**src/rtl/axi4_refill_resp_deserializer_gen.sv**
```systemverilog
// AXI4 R-channel refill deserializer: packs a burst of AXI_DATA-wide beats
// into one cache line, merges responses, flags short/long bursts and ID
// mismatches, passes single bypass beats through, and buffers finished lines.
module axi4_refill_resp_deserializer_gen #(
    parameter int LINE_WORDS = 4,
    parameter int WORD_WIDTH = 32,
    parameter int AXI_DATA   = 64,
    parameter int AXI_ID     = 6,
    parameter int AXI_USER   = 8,
    parameter int OUT_DEPTH  = 2
) (
    input  logic                             clk,
    input  logic                             rst_n,
    input  logic                             bypass_i,
    input  logic [AXI_ID-1:0]                rid_i,
    input  logic [AXI_DATA-1:0]              rdata_i,
    input  logic [1:0]                       rresp_i,
    input  logic                             rlast_i,
    input  logic [AXI_USER-1:0]              ruser_i,
    input  logic                             rvalid_i,
    output logic                             rready_o,
    output logic [LINE_WORDS*WORD_WIDTH-1:0] line_o,
    output logic [AXI_ID-1:0]                rid_o,
    output logic [1:0]                       rresp_o,
    output logic [AXI_USER-1:0]              ruser_o,
    output logic                             err_o,
    output logic                             bypass_o,
    output logic                             valid_o,
    input  logic                             ready_i
);

    localparam int LINE_W  = LINE_WORDS * WORD_WIDTH;
    localparam int BEATS   = LINE_W / AXI_DATA;
    localparam int CW      = (BEATS > 1) ? $clog2(BEATS) : 1;
    localparam int PW      = $clog2(OUT_DEPTH);
    localparam int ENTRY_W = LINE_W + AXI_ID + 2 + AXI_USER + 2;

    localparam logic [CW-1:0] LAST_CNT    = CW'(BEATS - 1);
    localparam logic [PW:0]   DEPTH_CNT   = (PW + 1)'(OUT_DEPTH);
    localparam logic [1:0]    RESP_OKAY   = 2'd0;
    localparam logic [1:0]    RESP_SLVERR = 2'd2;

    typedef enum logic [1:0] {
        ST_IDLE    = 2'd0,
        ST_COLLECT = 2'd1,
        ST_DRAIN   = 2'd2
    } state_t;

    // Sticky merge: the numerically larger response wins (DECERR > SLVERR > EXOKAY > OKAY).
    function automatic logic [1:0] resp_merge(input logic [1:0] prev, input logic [1:0] beat);
        if (beat > prev) begin
            return beat;
        end else begin
            return prev;
        end
    endfunction

    // An errored line reports at least SLVERR.
    function automatic logic [1:0] resp_raise(input logic [1:0] resp, input logic err);
        if (err && (resp < RESP_SLVERR)) begin
            return RESP_SLVERR;
        end else begin
            return resp;
        end
    endfunction

    // Assembly state
    state_t                state_r;
    logic [CW-1:0]         cnt_r;
    logic [LINE_W-1:0]     asm_r;
    logic [AXI_ID-1:0]     rid_r;
    logic [AXI_USER-1:0]   ruser_r;
    logic [1:0]            resp_r;
    logic                  err_r;

    // Next-state and push controls
    state_t                state_n_s;
    logic [CW-1:0]         cnt_n_s;
    logic [LINE_W-1:0]     asm_n_s;
    logic [AXI_ID-1:0]     rid_n_s;
    logic [AXI_USER-1:0]   ruser_n_s;
    logic [1:0]            resp_n_s;
    logic                  err_n_s;
    logic                  push_s;
    logic [ENTRY_W-1:0]    push_entry_s;
    logic [LINE_W-1:0]     first_line_s;
    logic [LINE_W-1:0]     slot_line_s;
    logic [1:0]            merged_s;
    logic                  id_err_s;
    logic                  accept_s;

    // Output buffer
    logic [ENTRY_W-1:0]    mem_r [OUT_DEPTH];
    logic [PW-1:0]         wr_ptr_r;
    logic [PW-1:0]         rd_ptr_r;
    logic [PW:0]           count_r;
    logic                  out_full_s;
    logic                  pop_s;
    logic [ENTRY_W-1:0]    head_s;

    assign out_full_s = (count_r == DEPTH_CNT);
    assign rready_o   = (state_r == ST_DRAIN) ? 1'b1 : !out_full_s;
    assign accept_s   = rvalid_i & rready_o;
    assign valid_o    = (count_r != {(PW + 1){1'b0}});
    assign pop_s      = valid_o & ready_i;

    // Candidate lines: a fresh line holding only slot 0, and the current line with slot cnt filled.
    always_comb begin
        first_line_s                      = {LINE_W{1'b0}};
        first_line_s[AXI_DATA-1:0]        = rdata_i;
        slot_line_s                       = asm_r;
        slot_line_s[cnt_r*AXI_DATA +: AXI_DATA] = rdata_i;
        merged_s                          = resp_merge(resp_r, rresp_i);
        id_err_s                          = err_r | (rid_i != rid_r);
    end

    // Burst sequencing: decides the next assembly state and whether a line is pushed this beat.
    always_comb begin
        state_n_s    = state_r;
        cnt_n_s      = cnt_r;
        asm_n_s      = asm_r;
        rid_n_s      = rid_r;
        ruser_n_s    = ruser_r;
        resp_n_s     = resp_r;
        err_n_s      = err_r;
        push_s       = 1'b0;
        push_entry_s = {ENTRY_W{1'b0}};
        case (state_r)
            ST_IDLE: begin
                if (accept_s) begin
                    asm_n_s   = first_line_s;
                    rid_n_s   = rid_i;
                    ruser_n_s = ruser_i;
                    resp_n_s  = rresp_i;
                    err_n_s   = 1'b0;
                    if (bypass_i) begin
                        push_s       = 1'b1;
                        push_entry_s = {1'b1, 1'b0, ruser_i, rresp_i, rid_i, first_line_s};
                    end else if (rlast_i) begin
                        // rlast on the first beat is short unless a line is one beat wide
                        push_s       = 1'b1;
                        push_entry_s = {1'b0, (BEATS > 1), ruser_i,
                                        resp_raise(rresp_i, (BEATS > 1)), rid_i, first_line_s};
                    end else if (BEATS == 1) begin
                        // one-beat lines without rlast: line is complete, rest of burst is surplus
                        push_s       = 1'b1;
                        push_entry_s = {1'b0, 1'b1, ruser_i, resp_raise(rresp_i, 1'b1),
                                        rid_i, first_line_s};
                        state_n_s    = ST_DRAIN;
                    end else begin
                        cnt_n_s   = CW'(1);
                        state_n_s = ST_COLLECT;
                    end
                end else begin
                    state_n_s = ST_IDLE;
                end
            end
            ST_COLLECT: begin
                if (accept_s) begin
                    asm_n_s  = slot_line_s;
                    resp_n_s = merged_s;
                    err_n_s  = id_err_s;
                    if (rlast_i) begin
                        push_s       = 1'b1;
                        push_entry_s = {1'b0, id_err_s | (cnt_r != LAST_CNT), ruser_r,
                                        resp_raise(merged_s, id_err_s | (cnt_r != LAST_CNT)),
                                        rid_r, slot_line_s};
                        cnt_n_s      = {CW{1'b0}};
                        state_n_s    = ST_IDLE;
                    end else if (cnt_r == LAST_CNT) begin
                        push_s       = 1'b1;
                        push_entry_s = {1'b0, 1'b1, ruser_r, resp_raise(merged_s, 1'b1),
                                        rid_r, slot_line_s};
                        cnt_n_s      = {CW{1'b0}};
                        state_n_s    = ST_DRAIN;
                    end else begin
                        cnt_n_s = cnt_r + CW'(1);
                    end
                end else begin
                    state_n_s = ST_COLLECT;
                end
            end
            ST_DRAIN: begin
                if (accept_s && rlast_i) begin
                    state_n_s = ST_IDLE;
                end else begin
                    state_n_s = ST_DRAIN;
                end
            end
            default: begin
                state_n_s = ST_IDLE;
                cnt_n_s   = {CW{1'b0}};
            end
        endcase
    end

    // Assembly registers; reset discards any partial line.
    always_ff @(posedge clk or negedge rst_n) begin
        if (!rst_n) begin
            state_r <= ST_IDLE;
            cnt_r   <= {CW{1'b0}};
            asm_r   <= {LINE_W{1'b0}};
            rid_r   <= {AXI_ID{1'b0}};
            ruser_r <= {AXI_USER{1'b0}};
            resp_r  <= RESP_OKAY;
            err_r   <= 1'b0;
        end else begin
            state_r <= state_n_s;
            cnt_r   <= cnt_n_s;
            asm_r   <= asm_n_s;
            rid_r   <= rid_n_s;
            ruser_r <= ruser_n_s;
            resp_r  <= resp_n_s;
            err_r   <= err_n_s;
        end
    end

    // Output line FIFO with wrap-around pointers and occupancy count.
    always_ff @(posedge clk or negedge rst_n) begin
        if (!rst_n) begin
            for (int i = 0; i < OUT_DEPTH; i++) begin
                mem_r[i] <= {ENTRY_W{1'b0}};
            end
            wr_ptr_r <= {PW{1'b0}};
            rd_ptr_r <= {PW{1'b0}};
            count_r  <= {(PW + 1){1'b0}};
        end else begin
            if (push_s) begin
                mem_r[wr_ptr_r] <= push_entry_s;
                wr_ptr_r        <= wr_ptr_r + PW'(1);
            end else begin
                wr_ptr_r <= wr_ptr_r;
            end
            if (pop_s) begin
                rd_ptr_r <= rd_ptr_r + PW'(1);
            end else begin
                rd_ptr_r <= rd_ptr_r;
            end
            case ({push_s, pop_s})
                2'b10:   count_r <= count_r + (PW + 1)'(1);
                2'b01:   count_r <= count_r - (PW + 1)'(1);
                default: count_r <= count_r;
            endcase
        end
    end

    assign head_s   = mem_r[rd_ptr_r];
    assign line_o   = head_s[LINE_W-1:0];
    assign rid_o    = head_s[LINE_W +: AXI_ID];
    assign rresp_o  = head_s[LINE_W + AXI_ID +: 2];
    assign ruser_o  = head_s[LINE_W + AXI_ID + 2 +: AXI_USER];
    assign err_o    = head_s[ENTRY_W-2];
    assign bypass_o = head_s[ENTRY_W-1];

endmodule

```
**config.mk**
```make
export PLATFORM = sky130hd
export DESIGN_NAME = axi4_refill_resp_deserializer_gen
export DESIGN_NICKNAME = d
export VERILOG_FILES = /design/src/rtl/axi4_refill_resp_deserializer_gen.sv
export SDC_FILE = /design/constraint.sdc
export NUM_CORES = 1
export LEC_CHECK = 0
export ABC_AREA = 1
export BUFFER_PORTS_ARGS = -buffer_cell sky130_fd_sc_hd__clkbuf_2
export CAP_MARGIN = 20
export CORE_MARGIN = 4
export CORE_UTILIZATION = 50
export CTS_CLUSTER_DIAMETER = 200
export DETAILED_ROUTE_END_ITERATION = 16
export PLACE_DENSITY_LB_ADDON = 0.3
export SYNTH_ARGS = -nofsm -noshare
export SYNTH_HDL_FRONTEND = slang
export SYNTH_SLANG_ARGS = --single-unit
```
**constraint.sdc**
```tcl
create_clock -name clk -period 4.8 [get_ports clk]
set_input_delay 0.48 -clock clk [delete_from_list [all_inputs] [get_ports clk]]
set_output_delay 0.48 -clock clk [all_outputs]
set_load 0.02 [all_outputs]
```
==> results of run 1 <==
per-stage QoR:
stage               total power, mW  hold slack (ns)
floorplan                      10.4            0.184
global placement               12.2            0.453
detailed placement             12.5            0.458
CTS                            16.3           0.0124
global route                   17.3           0.0624
finish                         16.2          -0.0412
cell type report:
class	count	area [µm²]	area share (%)
multi-input cells	1894	8360	34.5
well taps	539	674	2.79
clock inverters	11	113	0.465
clock buffers	75	1480	6.13
inverters	260	983	4.06
diodes	4	10.0	0.0413
repair buffers	256	1470	6.09
flip-flops and latches	444	11100	45.9
layer usage:
| metal | vias to the layer above | track usage (%) | part of all wire [%] |
|---|---|---|---|
| met5 | - | 0 | 0.096 |
| met4 | 8 | 8.82 | 3.1 |
| met3 | 111 | 4.25 | 6.3 |
| met2 | 581 | 42.2 | 47 |
| met1 | 8987 | 34.2 | 44 |
| li1 | 9074 | - | - |
worst paths after layout:
| path | slack, ns | end | depth (start not counted) | start |
|---|---|---|---|---|
| max | 1.44 | mem_r[260] | 9 | cnt_r |
| min | -0.04 | mem_r[139] | 1 | rst_n |
| max reg2reg | 1.44 | mem_r[260] | 9 | cnt_r |
| min reg2reg | 0.47 | mem_r[59] | 2 | mem_r[59] |
| max in group asynchronous | 3.61 | mem_r[16] | 2 | rst_n |
| min in group clk | 0.14 | ruser_r[3] | 3 | ruser_i[3] |
cells by family after synthesis:
kind of cell	synth area share, %
buf+inv	8.66
xor+xnor	0.123
flops	52.2
simple gates	21.7
fa+ha+maj	0.235
compound gates	17.1
layout by cell type (no fill, tap or decap), types with 4 or more instances in the layout:
| master | n |
|---|---|
| inv_1 | 251 |
| clkbuf_8 | 16 |
| a21oi_1 | 21 |
| buf_12 | 10 |
| dfrtp_1 | 442 |
| clkbuf_1 | 10 |
| nor2_1 | 93 |
| o21ai_0 | 547 |
| clkbuf_2 | 232 |
| o21a_1 | 7 |
| diode_2 | 4 |
| nand2_1 | 1022 |
| o22ai_1 | 67 |
| buf_4 | 13 |
| inv_2 | 7 |
| o21ai_1 | 36 |
| ha_1 | 4 |
| clkbuf_16 | 49 |
| or2_2 | 28 |
| clkinv_2 | 7 |
| o31ai_1 | 7 |
| nand3_1 | 42 |
state kept, by name, summed over array words and instances, names as in the netlist:
signal    cells
mem_r       292
asm_r       128
ruser_r       8
rid_r         6
count_r       2
resp_r        2
state_r       2
cnt_r         1
err_r         1
rd_ptr_r      1
wr_ptr_r      1
power by group through the flow:
stage / clock network, mW / registers, mW / logic, mW
final: 3.75 / 5.81 / 6.62
after floorplan: 0 / 5.60 / 4.77
after global placement: 0 / 5.79 / 6.41
after detailed placement: 0 / 5.86 / 6.60
after CTS: 3.81 / 5.81 / 6.64
after global routing: 3.98 / 5.97 / 7.39
==> metrics.cfg, run 1 <==
[logic_synthesis]
synthArstFlopShare_pct=100
synth_nets=2876
synth.most_common_cell=nand2_1
synthesis.instances=2786
ys_types=31
synthTopCellsByArea=dfrtp_1 52%, nand2_1 18%, o21ai_0 13%
syn_area_um2=21300
synth_top_area_share_pct=52.2
syn_area_per_cell_um2=7.64
ys_ff_latch=444
synth_area_leader_cell=dfrtp_1
yosysSeqAreaShare_pct=52.2
yosysWarnings=0
yosys-top-cells-count=1023 x nand2_1, 547 x o21ai_0, 444 x dfrtp_1
synth_edf_count=0
synth_flop_cell=dfrtp_1

[global_routing]
grt_pass1_vias=18400
grt_pass1_wl_um=96200
grt_usage_pct=25.5
grt_overflow=0
antenna_found_initial=9
grt_max_degree=147

[place]
post-dp-hpwl_um=36100
port-buffer-count=233
gp_congestion=0.842
post_dp_cell_area_um2=22600
dp_cells=3393
pre_cts_slack_ns=1.53

[floorplanning]
die_height_um=214
row_count=75
dieArea_um2=45900
start_util_pct=50.6
ioPinCount=234
chipWidth_um=214
core_um2=42000

[routing]
via_per_inst=5.39
routed_wl_um=59500
ant_nets=0
drt_iter0_drc=1675
drc_errors=0
vias=18800
post_drt_wl_per_cell_um=17.1
drt_pass1_iterations=5

[clock_network]
cts.sinks=444
ctsResizeCount=0
clk_latency_ns=0.59
cts_tree=yes
cts_buffers=48
clock_path_buffers=3
cts_setup_buffers=0
cts.clk_slew.worst_paths_ns=0.06
cts_root_buf=clkbuf_16
cts_max_level=2
cts_hold_repair.buffers=0

[power]
ir_worst_vdd_v=0.000400
netSwitchingFraction_pct=43.1
combPwrFrac_pct=40.9
p_switching_mw=6.98
leakage_nw=12.0
power_frac_seq_pct=35.9
clockPowerShare_pct=23.2
p_per_area_nw_per_um2=668
p_int_mw=9.21

[layout]
layout-drive-gt1-share_pct=12.9
fin_util_pct=57.6
fin_area_um2=24200
stdcell_count=3483
nFillCells=3761
area_growth_pct=13.7
fin_nets=2994

[setup_path]
cp_data_arrival_time_ns=3.79
critPathLaunchType=flip-flop
slowest_delay_ns=0.78
required_ns=5.23
worst_setup_path_end_kind=flip-flop
cp_max_fo=136
worst-path-buf-inv=4
slowest_stage=buf_4
crit_family=buffers and inverters
path_class=reg2reg
crit_chain=buf_4 > nor2_1 > inv_1 > nor2_1 > inv_1 > o211ai_4 > nor2_4 > buf_12 > o21ai_0

[sta]
rsz0062_at_grt=false
finalHoldViolations=25
finalCriticalPeriod_ns=3.36
fin_skew_ns=0.0110
slew_headroom_pct=29.7
fin_crit_sh_pct=70.0
slew_viol_final=0
fmax_ghz=0.298
worst_slew_pin_slew_ns=1.05
hold_ws_ns=-0.0412
setup_tns_ns=0
setup_viol=0
worst_slack_ns=1.44

[status]
violations=negative hold slack
status=complete, but fails checks

[min_path]
hold_class=in2async

[run]
max-cap-violations=0

Note: power is estimated with default switching activity, not from simulation.
==> run 2, diff against run 1 <==
==> constraint.sdc (replaced) <==
create_clock -name clk -period 3.3 [get_ports clk]
set_input_delay 0.33 -clock clk [delete_from_list [all_inputs] [get_ports clk]]
set_output_delay 0.33 -clock clk [all_outputs]
set_load 0.02 [all_outputs]
==> run 2 against run 1 <==
  * The flow now finishes without violations
  * Hold slack improved by 0.088 ns
  * Final cell count rose by 0.83%
  * Die area did not move
  * Highest routed layer unchanged
==> metrics.cfg, run 2 (synthesized netlist as in run 1, its figures left out) <==
[global_routing]
grt.busiest_layer=met2
grt_overflow=0  ; unchanged
grt_use_met1_pct=34.7  ; +0.48 points
use_met2_pct=43.1  ; +0.84 points
grt_pass1_wl_um=99100  ; +2.9%
grt_pass1_vias=18800  ; +2.2%
grt_use_met3_pct=5.04  ; +0.79 points
antenna_found_initial=6  ; -3
grt_usage_pct=26.2  ; +0.74 points
grt_max_degree=147  ; unchanged

[floorplanning]
ioPinCount=234  ; unchanged
core_um2=42000  ; unchanged
start_util_pct=50.6  ; unchanged
die_height_um=214  ; unchanged
chipWidth_um=214  ; unchanged
dieArea_um2=45900  ; unchanged
row_count=75  ; unchanged

[routing]
drt_iter0_drc=1725  ; +3.0%
vias=19100  ; +1.7%
drt_pass1_iterations=5  ; unchanged
ant_nets=0  ; unchanged
via_per_inst=5.43  ; +0.89%
routed_wl_um=60600  ; +1.9%
post_drt_wl_per_cell_um=17.3  ; +1.1%
drc_errors=0  ; unchanged

[clock_network]
clk_latency_ns=0.59  ; about the same
cts_root_buf=clkbuf_16
cts.clk_slew.worst_paths_ns=0.06  ; about the same
cts.sinks=444  ; unchanged
ctsResizeCount=0  ; unchanged
cts_buffers=49  ; +2.1%
cts_tree=yes
cts_setup_buffers=0  ; unchanged
cts_max_level=2  ; unchanged
clock_path_buffers=3  ; unchanged
cts_hold_repair.buffers=9  ; +9

[place]
gp_congestion=0.845  ; +0.36%
pre_cts_slack_ns=0.713  ; -0.819 ns
post-dp-hpwl_um=38100  ; +5.6%
port-buffer-count=233  ; unchanged

[sta]
fin_skew_ns=0.0183  ; +0.00735 ns
slew_headroom_pct=37.2  ; +7.5 points
slew_viol_final=0  ; unchanged
fin_crit_sh_pct=86.7
setup_viol=0  ; unchanged
hold_ws_ns=0.0464  ; +0.0875 ns
worst_slack_ns=0.439  ; -1.00 ns
finalCriticalPeriod_ns=2.86
rsz0062_at_grt=false
finalHoldViolations=0  ; -100%
worst_slew_pin_slew_ns=0.942  ; -0.111 ns
fmax_ghz=0.350
setup_tns_ns=0  ; unchanged

[power]
p_per_area_nw_per_um2=975  ; +46%
leakage_nw=12.2  ; +1.8%
ir_worst_vdd_v=0.000485  ; +21%

[layout]
largestRegisters=mem_r: 292 flops, asm_r: 128 flops, ruser_r: 8 flops
fin_nets=3024  ; +1.0%
largest-register=mem_r
layout_common_cells=1022 x nand2_1, 547 x o21ai_0, 442 x dfrtp_1
largest_reg_flops=292  ; unchanged
area_growth_pct=15.9
layout-drive-gt1-share_pct=13.5  ; +0.57 points
final_common_cell=nand2_1

[setup_path]
crit_start=rd_ptr_r
worst_setup_path_end_kind=output port
cp_max_fo=80  ; -41%
cp_data_arrival_time_ns=2.53  ; -1.26 ns
crit_chain=buf_4 > nand2_1 > o21ai_0 > clkbuf_2
critPathLaunchType=flip-flop
worstReg2RegStart=cnt_r
reg2reg_slack_ns=0.72  ; -0.72 ns
required_ns=2.97  ; -2.26 ns
slowest_delay_ns=1.03  ; +0.25 ns
path_class=reg2out
slowest_stage=dfrtp_4

[status]
status=complete, no violations

[min_path]
hp-start=rdata_i[40]
hold_class=in2reg

[run]
max-cap-violations=0  ; unchanged

-- run 2: path summary, 6_finish.rpt --
| kind | cells past startpoint | endpoint |
|---|---|---|
| max in group asynchronous | 3 | mem_r[212] |
| min reg2reg | 2 | mem_r[137] |
| min in group asynchronous | 2 | ruser_r[2] |
| max reg2reg | 10 | mem_r[19] |
| max | 4 | rid_o[4] |
| min | 3 | asm_r[40] |
-- run 2: worst max-delay path: cells and delay by family (launching register included) --
| kind | cells | cell delay (ns) |
|---|---|---|
| buffers and inverters | 2 | 0.67 |
| AND/OR/NAND/NOR | 1 | 0.08 |
| flip-flops | 1 | 1.03 |
| AO/OA/AOI/OAI | 1 | 0.15 |
-- run 2: report_power, final --
part / switching, mW / internal (mW)
Sequential: 1.09 / 7.46
Clock: 2.23 / 3.48
Combinational: 6.91 / 2.88
Total: 10.2 / 13.8
-- run 2: area by class of cell --
type                       count  area [µm²]
antenna                        2        5.00
clock buffer                  78        1540
clock inverter                10         154
fill                        3765       17400
inverter                     260         983
multi-input combinational   1894        8360
sequential                   444       11100
tap                          539         674
timing repair buffer         285        1840
-- run 2: metal layers --
| metal | vias up | part of all wire (%) |
|---|---|---|
| li1 | 9118 | - |
| met1 | 9124 | 42 |
| met2 | 697 | 47 |
| met3 | 137 | 7.4 |
| met4 | 10 | 3.6 |
| met5 | - | 0.11 |
-- run 2: stage by stage --
stage | utilization [%] | area [µm²] | std cells | total power, mW
2_1_floorplan | - | 21300 | 2786 | 15.1
3_3_place_gp | 54.4 | 22900 | 3413 | 18.0
3_5_place_dp | 54.4 | 22900 | 3413 | 18.4
4_1_cts | 58.7 | 24700 | 3510 | 24.2
5_1_grt | 58.7 | 24700 | 3510 | 25.8
6_report | 58.7 | 24700 | 3512 | 24.0
